<file path="src/rtl/seg_pkg.sv">
// seg_pkg: shared seven-segment glyphs and scan FSM state encoding
package seg_pkg;

   // Active-low glyphs, bit order {g,f,e,d,c,b,a}
   localparam logic [6:0] SEG_0     = 7'h40;
   localparam logic [6:0] SEG_1     = 7'h79;
   localparam logic [6:0] SEG_2     = 7'h24;
   localparam logic [6:0] SEG_3     = 7'h30;
   localparam logic [6:0] SEG_4     = 7'h19;
   localparam logic [6:0] SEG_5     = 7'h12;
   localparam logic [6:0] SEG_6     = 7'h02;
   localparam logic [6:0] SEG_7     = 7'h78;
   localparam logic [6:0] SEG_8     = 7'h00;
   localparam logic [6:0] SEG_9     = 7'h10;
   localparam logic [6:0] SEG_DASH  = 7'h3F;
   localparam logic [6:0] SEG_BLANK = 7'h7F;

   typedef enum logic [1:0] {
      ST_LOAD = 2'd0,
      ST_ON   = 2'd1,
      ST_DEAD = 2'd2
   } scan_state_t;

endpackage

</file>
<file path="src/rtl/seg7_decode.sv">
// seg7_decode: 4-bit value plus blank/dp flags to an active-low {dp,g..a} code
module seg7_decode
   import seg_pkg::*;
(
   input  logic [3:0] val,
   input  logic       blank,
   input  logic       dp,
   output logic [7:0] seg_n
);

   logic [6:0] glyph;

   // glyph lookup; non-decimal values render as a dash
   always_comb begin
      case (val)
         4'd0:    glyph = SEG_0;
         4'd1:    glyph = SEG_1;
         4'd2:    glyph = SEG_2;
         4'd3:    glyph = SEG_3;
         4'd4:    glyph = SEG_4;
         4'd5:    glyph = SEG_5;
         4'd6:    glyph = SEG_6;
         4'd7:    glyph = SEG_7;
         4'd8:    glyph = SEG_8;
         4'd9:    glyph = SEG_9;
         default: glyph = SEG_DASH;
      endcase
   end

   // a blanked digit keeps its decimal point
   assign seg_n = {~dp, blank ? SEG_BLANK : glyph};

endmodule

</file>
<file path="src/rtl/seg_scan_ctrl.sv">
// seg_scan_ctrl: 4-digit multiplexed seven-segment scanner with frame-coherent capture
module seg_scan_ctrl
   import seg_pkg::*;
#(
   parameter int SCAN_DIV = 10,
   parameter int DEAD_CYC = 2
) (
   input  logic       clk,
   input  logic       reset_n,
   input  logic [3:0] dig0,
   input  logic [3:0] dig1,
   input  logic [3:0] dig2,
   input  logic [3:0] dig3,
   input  logic [3:0] dp_en,
   input  logic       lz_en,
   input  logic       disp_en,
   output logic [7:0] seg_n,
   output logic [3:0] sel_n,
   output logic       frame_tick
);

   localparam int MAXC = (SCAN_DIV > DEAD_CYC) ? SCAN_DIV : DEAD_CYC;
   localparam int CW   = (MAXC > 1) ? $clog2(MAXC) : 1;
   localparam logic [CW-1:0] ON_LAST   = CW'(SCAN_DIV - 1);
   localparam logic [CW-1:0] DEAD_LAST = CW'(DEAD_CYC - 1);

   scan_state_t     state_q, state_d;
   logic [1:0]      idx_q, idx_d;
   logic [CW-1:0]   cnt_q, cnt_d;
   logic [3:0][3:0] sh_dig_q, sh_dig_d;
   logic [3:0]      sh_dp_q, sh_dp_d;
   logic            sh_lz_q, sh_lz_d;
   logic [7:0]      seg_n_q, seg_n_d;
   logic [3:0]      sel_n_q, sel_n_d;
   logic            ft_q, ft_d;
   logic [3:0]      blank_v;
   logic [7:0]      dec_seg_n;
   logic            lit;

   // leading-zero blanking ripples down from the most significant digit
   assign blank_v[3] = sh_lz_q && (sh_dig_q[3] == 4'd0);
   assign blank_v[2] = blank_v[3] && (sh_dig_q[2] == 4'd0);
   assign blank_v[1] = blank_v[2] && (sh_dig_q[1] == 4'd0);
   assign blank_v[0] = 1'b0;

   seg7_decode u_dec (
      .val   (sh_dig_q[idx_q]),
      .blank (blank_v[idx_q]),
      .dp    (sh_dp_q[idx_q]),
      .seg_n (dec_seg_n)
   );

   // scan schedule: LOAD once per frame, then ON/DEAD for each digit
   always_comb begin
      state_d  = state_q;
      idx_d    = idx_q;
      cnt_d    = cnt_q;
      sh_dig_d = sh_dig_q;
      sh_dp_d  = sh_dp_q;
      sh_lz_d  = sh_lz_q;
      case (state_q)
         ST_LOAD: begin
            sh_dig_d = {dig3, dig2, dig1, dig0};
            sh_dp_d  = dp_en;
            sh_lz_d  = lz_en;
            idx_d    = 2'd0;
            cnt_d    = '0;
            state_d  = ST_ON;
         end
         ST_ON: begin
            cnt_d   = (cnt_q == ON_LAST) ? '0 : cnt_q + 1'b1;
            state_d = (cnt_q == ON_LAST) ? ST_DEAD : ST_ON;
         end
         ST_DEAD: begin
            cnt_d = (cnt_q == DEAD_LAST) ? '0 : cnt_q + 1'b1;
            if (cnt_q == DEAD_LAST) begin
               state_d = (idx_q == 2'd3) ? ST_LOAD : ST_ON;
               idx_d   = (idx_q == 2'd3) ? idx_q : idx_q + 2'd1;
            end
         end
         default: state_d = ST_LOAD;
      endcase
   end

   // outputs trail the state by one register stage; disp_en gates them live
   always_comb begin
      lit     = disp_en && (state_q == ST_ON);
      sel_n_d = lit ? ~(4'b0001 << idx_q) : 4'hF;
      seg_n_d = lit ? dec_seg_n : 8'hFF;
      ft_d    = (state_q == ST_LOAD);
   end

   // state, shadow and output registers
   always_ff @(posedge clk or negedge reset_n) begin
      if (!reset_n) begin
         state_q  <= ST_LOAD;
         idx_q    <= 2'd0;
         cnt_q    <= '0;
         sh_dig_q <= '0;
         sh_dp_q  <= '0;
         sh_lz_q  <= 1'b0;
         seg_n_q  <= 8'hFF;
         sel_n_q  <= 4'hF;
         ft_q     <= 1'b0;
      end else begin
         state_q  <= state_d;
         idx_q    <= idx_d;
         cnt_q    <= cnt_d;
         sh_dig_q <= sh_dig_d;
         sh_dp_q  <= sh_dp_d;
         sh_lz_q  <= sh_lz_d;
         seg_n_q  <= seg_n_d;
         sel_n_q  <= sel_n_d;
         ft_q     <= ft_d;
      end
   end

   assign seg_n      = seg_n_q;
   assign sel_n      = sel_n_q;
   assign frame_tick = ft_q;

endmodule
</file>
<file path="config.mk">
export PLATFORM = sky130hd
export DESIGN_NAME = seg_scan_ctrl
export DESIGN_NICKNAME = d
export VERILOG_FILES = /design/src/rtl/seg_pkg.sv /design/src/rtl/seg7_decode.sv /design/src/rtl/seg_scan_ctrl.sv
export SDC_FILE = /design/constraint.sdc
export NUM_CORES = 1
export LEC_CHECK = 0
export CORE_MARGIN = 4
export CORE_UTILIZATION = 53
export DETAILED_ROUTE_END_ITERATION = 16
export PLACE_DENSITY_LB_ADDON = 0.15
export SLEW_MARGIN = 20
export SYNTH_ARGS = -nofsm -noshare
export SYNTH_HDL_FRONTEND = slang
export SYNTH_SLANG_ARGS = --single-unit
</file>
<file path="constraint.sdc">
create_clock -name clk -period 2.7 [get_ports clk]
set_clock_uncertainty 0.05 [all_clocks]
set_input_delay 0.405 -clock clk [delete_from_list [all_inputs] [get_ports clk]]
set_output_delay 0.405 -clock clk [all_outputs]
set_load 0.05 [all_outputs]
</file>
==> results.sh, run 1 <==
export IMPL_outcome="finished clean"
export IMPL_post_synth_instance_area_mm2=0.002181
export IMPL_io_buffer_count=36
export IMPL_synth_area_per_cell_um2=12.32
export IMPL_yosysWarnings=0
export IMPL_synthFlopType="dfrtp_1"
export IMPL_vias=1466
export IMPL_hold_path_class="input pin to async pin"
export IMPL_wl_um=4015
export IMPL_start_kind="flip-flop"
export IMPL_synth_edf_count=0
export IMPL_num_antenna_cells=0
export IMPL_synthArstFlopShare_pct=100.0
export IMPL_first_pass_iters=4
export IMPL_relSlewSlack_pct=39.71
export IMPL_die_w_um=72.15
export IMPL_cts_setup_buffers=0
export IMPL_power_leakage_nw=1.105
export IMPL_setup_tns_ns=0
export IMPL_finalWorstSetupSlack_ns=0.5247
export IMPL_die_h_um=72.15
export IMPL_yosys_top_cells_count="dfrtp_1 (30), mux2_2 (22), ha_1 (15), nand2_1 (13), dfstp_2 (12)"
export IMPL_yosysTopAreaCell="dfrtp_1"
export IMPL_yosysSeqAreaShare_pct=48.88
export IMPL_drive_gt1_share_pct=24.06
export IMPL_ys_ff_latch=42
export IMPL_worst_slew_pin_slew_ns=0.9043
export IMPL_wire_per_inst_um=15.32
export IMPL_end_kind="flip-flop"
export IMPL_pin_count=37
export IMPL_clk_transition_reported_paths_ns=0.07
export IMPL_core_area_mm2=0.004000
export IMPL_drcViolationCount=0
export IMPL_post_dp_cell_area_mm2=0.002551
export IMPL_hold_violations=0
export IMPL_fmax_mhz=459.7
export IMPL_syn_to_final_growth_pct=21.11
export IMPL_grt_usage_pct=17.57
export IMPL_fin_crit_ns=2.175
export IMPL_crit_required_ns=2.85
export IMPL_drv_slew=0
export IMPL_start_util_pct=54.52
export IMPL_gp_congestion=0.9030
export IMPL_syn_nets=216
export IMPL_crit_fanout=11
export IMPL_grt_remaining_overflow=0
export IMPL_cts_root_buf="clkbuf_8"
export IMPL_grt_max_degree=43
export IMPL_finalCritPeriodShare_pct=80.57
export IMPL_path_class="flip-flop to flip-flop"
export IMPL_clock_latency_ns=0.29
export IMPL_drtIter0Drc=78
export IMPL_finalSetupViolCount=0
export IMPL_place_ws_ns=0.5375
export IMPL_hold_ws_ns=0.1886
export IMPL_power_mw=1.165
export IMPL_grt_pass1_vias=1504
export IMPL_syn_inst=177
export IMPL_nets=250
export IMPL_grt_first_pass_wirelength_um=7051
export IMPL_finalNonFillerCells=262
export IMPL_fillers=307
export IMPL_maxCapViolCount=0
export IMPL_cts_hold_buffers_added=0
export IMPL_ir_worst_vdd_uv=347.5
export IMPL_antenna_found_initial=0
export IMPL_fin_area_mm2=0.002641
export IMPL_synth_distinct_cells=45
export IMPL_synth_top_area_share_pct=34.42
export IMPL_fp_dieArea_mm2=0.005205
export IMPL_yosysMostFrequentCell="dfrtp_1"
export IMPL_vias_per_cell=5.595
export IMPL_netlist_top_cells_area="dfrtp_1 (34%), dfstp_2 (14%), mux2_2 (11%)"
export IMPL_cts_inserted_buffers=5
export IMPL_powerDensity_mw_per_mm2=440.9
export IMPL_dp_hpwl_um=2978
export IMPL_place_inst=254
export IMPL_crit_arrival_ns=2.32
export IMPL_ctsResizeCount=0
export IMPL_post_route_util_pct=66.03
export IMPL_cts_sinks=42
export IMPL_std_cell_rows=23
export IMPL_cts_max_level=2
export IMPL_rsz0062_at_grt="no"
export IMPL_drtAntennaViolNets=0
export IMPL_clock_path_buffers=2
export IMPL_cts_tree="done"
[cell usage in the layout (no fill, tap or decap), drive strengths merged, types with 5 or more instances in the layout]
cell           instances
mux4                   5
mux2                  22
nand2                 13
clkdlybuf4s50         35
o21ai                  5
ha                    15
dfrtp                 30
nand3                  7
clkbuf                 8
dfstp                 12
inv                    9
[state kept, by name (all words and copies together), names as in the netlist]
name and count:
sh_dig_q 16, idx_q 2, frame_tick 1, state_q 2
seg_n 8, sh_dp_q 4, sel_n 4, sh_lz_q 1
cnt_q 4
[layer usage]
layer	vias up	GRT usage [%]	wire length [um]
met5	-	0	0
met4	0	6.889	72
met3	7	4.709	216
met2	41	27.50	1907
met1	717	23.32	1817
li1	701	-	-
[report_power, final]
part | switching, mW | total (mW) | internal [mW]
combinational | 0.0385 | 0.0976 | 0.0591
sequential | 0.0132 | 0.659 | 0.646
clock | 0.200 | 0.408 | 0.208
total | 0.251 | 1.16 | 0.913
[critical path: stages (launching register included)]
cell	delay (ns)
dfrtp_1	0.62
mux4_1	0.69
ha_1	0.22
mux2_2	0.27
mux2i_1	0.14
nand3_1	0.09
[final timing paths]
| check | start | end | slack [ns] | depth (start not counted) |
|---|---|---|---|---|
| hold / removal | reset_n | frame_tick | 0.19 | 1 |
| setup reg to reg | idx_q[0] | seg_n[3] | 0.52 | 5 |
| hold reg to reg | sh_dp_q[2] | sh_dp_q[2] | 0.46 | 1 |
| max in group asynchronous | reset_n | sh_dig_q[7] | 1.85 | 1 |
| min in group clk | sh_dp_q[2] | sh_dp_q[2] | 0.46 | 1 |
| setup / recovery | idx_q[0] | seg_n[3] | 0.52 | 5 |
[area by class of cell]
cell class / instances / area [um^2] / area share [%]
clock buffers: 8 / 90.09 / 3.411
inverters: 9 / 33.78 / 1.279
multi-input cells: 116 / 1026 / 38.84
flip-flops and latches: 42 / 1066 / 40.36
well taps: 50 / 62.56 / 2.369
repair buffers: 37 / 362.8 / 13.74
[cells by family (layout without fill, tap and decap cells)]
family / after synthesis / count (layout) / synth area share, %
AO/OA/AOI/OAI: 22 / 22 / 7.458
multiplexers: 30 / 30 / 18.42
XOR/XNOR: 1 / 1 / 0.4017
flip-flops: 42 / 42 / 48.88
adder cells (fa/ha/maj): 15 / 15 / 8.606
AND/OR/NAND/NOR: 48 / 48 / 12.16
buffers and inverters: 19 / 54 / 4.073
No activity file was read; power rests on OpenSTA's default activity.
==> run 2: changes to the inputs <==
Settings changed: CORE_UTILIZATION 53 to 47.
Clock period 2.7 ns to 1.9 ns, I/O delays scaled along.
==> results.sh, run 2 (synthesis results as in run 1) <==
export IMPL_start_kind="flip-flop"
export IMPL_std_cell_rows=24
export IMPL_worst_slew_pin_slew_ns=0.5144
export IMPL_drive_gt1_share_pct=36.77
export IMPL_fin_crit_ns=1.870
export IMPL_ir_worst_vdd_uv=350.2
export IMPL_clock_path_buffers=2
export IMPL_drcViolationCount=0
export IMPL_setup_tns_ns=0
export IMPL_crit_fanout=7
export IMPL_start_util_pct=49.40
export IMPL_nets=261
export IMPL_grt_usage_pct=16.15
export IMPL_crit_arrival_ns=2.01
export IMPL_finalSetupViolCount=0
export IMPL_drtAntennaViolNets=0
export IMPL_gp_congestion=0.8220
export IMPL_hold_path_class="input pin to async pin"
export IMPL_relSlewSlack_pct=65.71
export IMPL_grt_first_pass_wirelength_um=7596
export IMPL_cts_inserted_buffers=5
export IMPL_grt_remaining_overflow=0
export IMPL_first_pass_iters=4
export IMPL_wire_per_inst_um=16.76
export IMPL_fin_area_mm2=0.002748
export IMPL_cts_sinks=42
export IMPL_num_antenna_cells=0
export IMPL_wl_um=4608
export IMPL_drv_slew=0
export IMPL_drtIter0Drc=106
export IMPL_largest_register_ffs=16
export IMPL_hold_violations=0
export IMPL_rsz0062_at_grt="yes"
export IMPL_cts_root_buf="clkbuf_8"
export IMPL_syn_to_final_growth_pct=25.99
export IMPL_finalCritPeriodShare_pct=98.41
export IMPL_maxCapViolCount=0
export IMPL_met3_length_um=205
export IMPL_top_layer="met4"
export IMPL_cts_tree="done"
export IMPL_post_dp_cell_area_mm2=0.002600
export IMPL_clk_transition_reported_paths_ns=0.08
export IMPL_path_class="flip-flop to flip-flop"
export IMPL_cts_max_level=2
export IMPL_m1WireLength_um=2039
export IMPL_layout_common_cells="dfrtp_1 (29), clkdlybuf4s50_1 (23), mux2_2 (22), buf_4 (22)"
export IMPL_die_w_um=76.12
export IMPL_reg2reg_depth=5
export IMPL_grt_pass1_vias=1556
export IMPL_largest_register="sh_dig_q"
export IMPL_vias_per_cell=5.622
export IMPL_core_area_mm2=0.004414
export IMPL_pin_count=37
export IMPL_clock_latency_ns=0.29
export IMPL_io_buffer_count=36
export IMPL_grt_max_degree=27
export IMPL_vias=1546
export IMPL_power_leakage_nw=1.153
export IMPL_end_kind="flip-flop"
export IMPL_dr_wl_met2_um=2270
export IMPL_mostFrequentLayoutCell="dfrtp_1"
export IMPL_die_h_um=76.12
export IMPL_fp_dieArea_mm2=0.005794
export IMPL_crit_required_ns=2.04
export IMPL_powerDensity_mw_per_mm2=611.1
export IMPL_dp_hpwl_um=3429
export IMPL_fmax_mhz=534.8
export IMPL_antenna_found_initial=0
export IMPL_outcome="finished clean"
-- run 2: area by class of cell --
cell class,count,area (um^2)
sequential,42,1067
clock buffer,8,90.09
tap,52,65.06
inverter,9,33.78
fill,358,1667
multi-input combinational,116,1061
timing repair buffer,48,430.4
-- run 2: what timing repair did --
item	in CTS	in global routing
setup buffers	0	1
endpoints found under the hold margin	9	0
pin swaps	0	3
endpoints found under the setup margin	7	11
hold buffers	1	0
gates resized for setup	2	9
-- run 2: power breakdown --
group          internal, mW  switching, mW  leakage [nW]  total [mW]
logic                0.0948         0.0602         0.619       0.155
clock network         0.296          0.290        0.0455       0.587
registers             0.918         0.0200         0.488       0.938
-- run 2: per-layer routing --
| metal | global-route usage [%] | vias to the layer above |
|---|---|---|
| li1 | - | 720 |
| met2 | 26.03 | 48 |
| met4 | 6.818 | 0 |
| met3 | 3.191 | 10 |
| met1 | 21.15 | 768 |
| met5 | 0 | - |
-- run 2: critical path, stage by stage (launching register included) --
cell     delay, ns
dfrtp_2       0.46
mux4_2        0.58
ha_2          0.20
mux2_2        0.27
mux2i_1       0.13
nand3_1       0.09
-- run 2: stage by stage --
stage	total power [mW]	utilization, %	hold slack (ns)	std cells	setup WS, ns
2_1_floorplan	1.014	-	-0.06059	177	0.06510
3_3_place_gp	1.094	58.90	0.2160	265	0.0005588
3_5_place_dp	1.104	58.90	0.2372	265	-0.04106
4_1_cts	1.697	61.28	0.4536	274	0.01406
5_1_grt	1.750	62.24	0.4748	275	-0.05626
6_report	1.679	62.24	0.4370	275	0.03022
-- run 2: worst paths after layout --
| kind | start | to | slack (ns) |
|---|---|---|---|
| max | idx_q[0] | seg_n[3] | 0.03 |
| min reg2reg | sh_dp_q[0] | sh_dp_q[0] | 0.46 |
| max reg2reg | idx_q[0] | seg_n[3] | 0.03 |
| max in group asynchronous | reset_n | seg_n[7] | 0.79 |
| min | reset_n | frame_tick | 0.44 |
| min in group clk | sh_dp_q[0] | sh_dp_q[0] | 0.46 |
==> edit (settings of run 2) <==
The 3 states of `scan_state_t` get a one-hot encoding in 3 bits.
--- a/src/rtl/seg_pkg.sv
+++ b/src/rtl/seg_pkg.sv
@@ -16,8 +16,8 @@
    localparam logic [6:0] SEG_BLANK = 7'h7F;
 
-   typedef enum logic [1:0] {
-      ST_LOAD = 2'd0,
-      ST_ON   = 2'd1,
-      ST_DEAD = 2'd2
+   typedef enum logic [2:0] {
+      ST_LOAD = 3'b001,
+      ST_ON   = 3'b010,
+      ST_DEAD = 3'b100
    } scan_state_t;
 
Check against the original RTL: same outputs for any inputs over 10 cycles, from zero or initial values and one cycle with reset_n low; not proved beyond that.
==> edit against run 2 <==
  * Routed wire length decreased by 6.5%
  * Via count down 1.2%
  * Design area increased by 0.68%
  * Non-clock buffer count rose by 6
  * Worst setup slack gained 0.0094 ns
  * Sequential cell count grew 1
  * Largest cell class unchanged
  * Power decreased by 1.6%
  * Synthesized area shrank 0.29%
==> edit: results (changes against run 2) <==
- **result of the run** finished, final reports clean
- **final weighted congestion of routability-driven global placement** 0.851, +3.5%
- **Non-clock buffers** 54, +13%
- **number of multi-input combinational cells** 117, +0.86%
- **minimum hold slack** 0.450 ns, +0.0134 ns
- **switching power** 0.361 mW, -2.6%
- **largest net degree at the start of global routing** 25, -7.4%
- **sequential element share of the synthesized area** 0.502, +0.0135
- **maximum fanout along the worst path** 5, -2
- **Worst slew margin** 0.663, +0.00617
- **cell type group with the largest total delay on the critical path** simple AND/OR/NAND/NOR gates
- **CLK BUF** 7, -1
- **post-detailed-placement cell area** 2630 um2, +1.1%
- **net count after synthesis** 212, -1.9%
- **Max VDD drop** 0.473 mV, +35%
- **multi-input gate area in the final layout** 1010 um2, -5.0%
- **Detailed Route WL** 4310 um, -6.5%
- **clock sink count** 43, +2.4%
- **cell types with the highest counts after synthesis** dfrtp_1, mux2_2, dfstp_2, ha_1, nand2_1
- **initial DRC count** 115, +8.5%
- **Seq. pwr** 0.959 mW, +2.2%
- **number of vias per cell** 5.41, -3.7%
- **fraction of area in multi-input gates** 0.365, -0.0216
- **Layout clock area frac** 0.0294, -0.00339
- **GRT Total Usage** 0.158, -0.00355
- **detailed placement HPWL** 3270 um, -4.7%
- **Filler cells** 344, -3.9%
- **first-pass GRT wire length** 7560 um, -0.54%
- **end point of the critical path** cnt_q[2]
- **Worst path max stage delay** 0.50 ns, -0.08 ns
- **source of the worst register-to-register timing path** cnt_q[0]
- **count of cell types in the netlist** 41, -8.9%
- **Hold Path Class** in -> async
- **clock power share** 0.328, -0.021
- **Seq area share** 0.395, +0.00687
- **proportion of final cell area spent on non-clock buffers** 0.176, +0.0197
[edit: per-stage QoR]
step,setup WS [ns],utilization,cells
after floorplan,0.00124,-,177
after global placement,0.0498,0.595,267
after detailed placement,-0.0312,0.595,267
after CTS,0.0208,0.616,276
after global routing,-0.0287,0.627,282
final,0.0396,0.627,282
[edit: logic make-up after synthesis]
family	after synthesis	synth area share
AND/OR/NAND/NOR	45	0.119
XOR/XNOR	2	0.00806
AO/OA/AOI/OAI	30	0.0961
flip-flops	43	0.502
buffers and inverters	17	0.0357
adder cells (fa/ha/maj)	11	0.0633
multiplexers	29	0.176
[edit: routing by layer]
layer,wire (um),part of all wire,global-route usage
met1,1900,0.44,0.204
met2,2170,0.50,0.253
met3,199,0.046,0.0473
met4,45,0.010,0.0498
met5,0,0,0
[edit: what timing repair did]
item / CTS / global route
endpoints found under the setup margin: 5 / 6
gates resized for setup: 1 / 5
hold buffers: 1 / 0
setup buffers: 0 / 6
hold endpoints to repair: 16 / 0
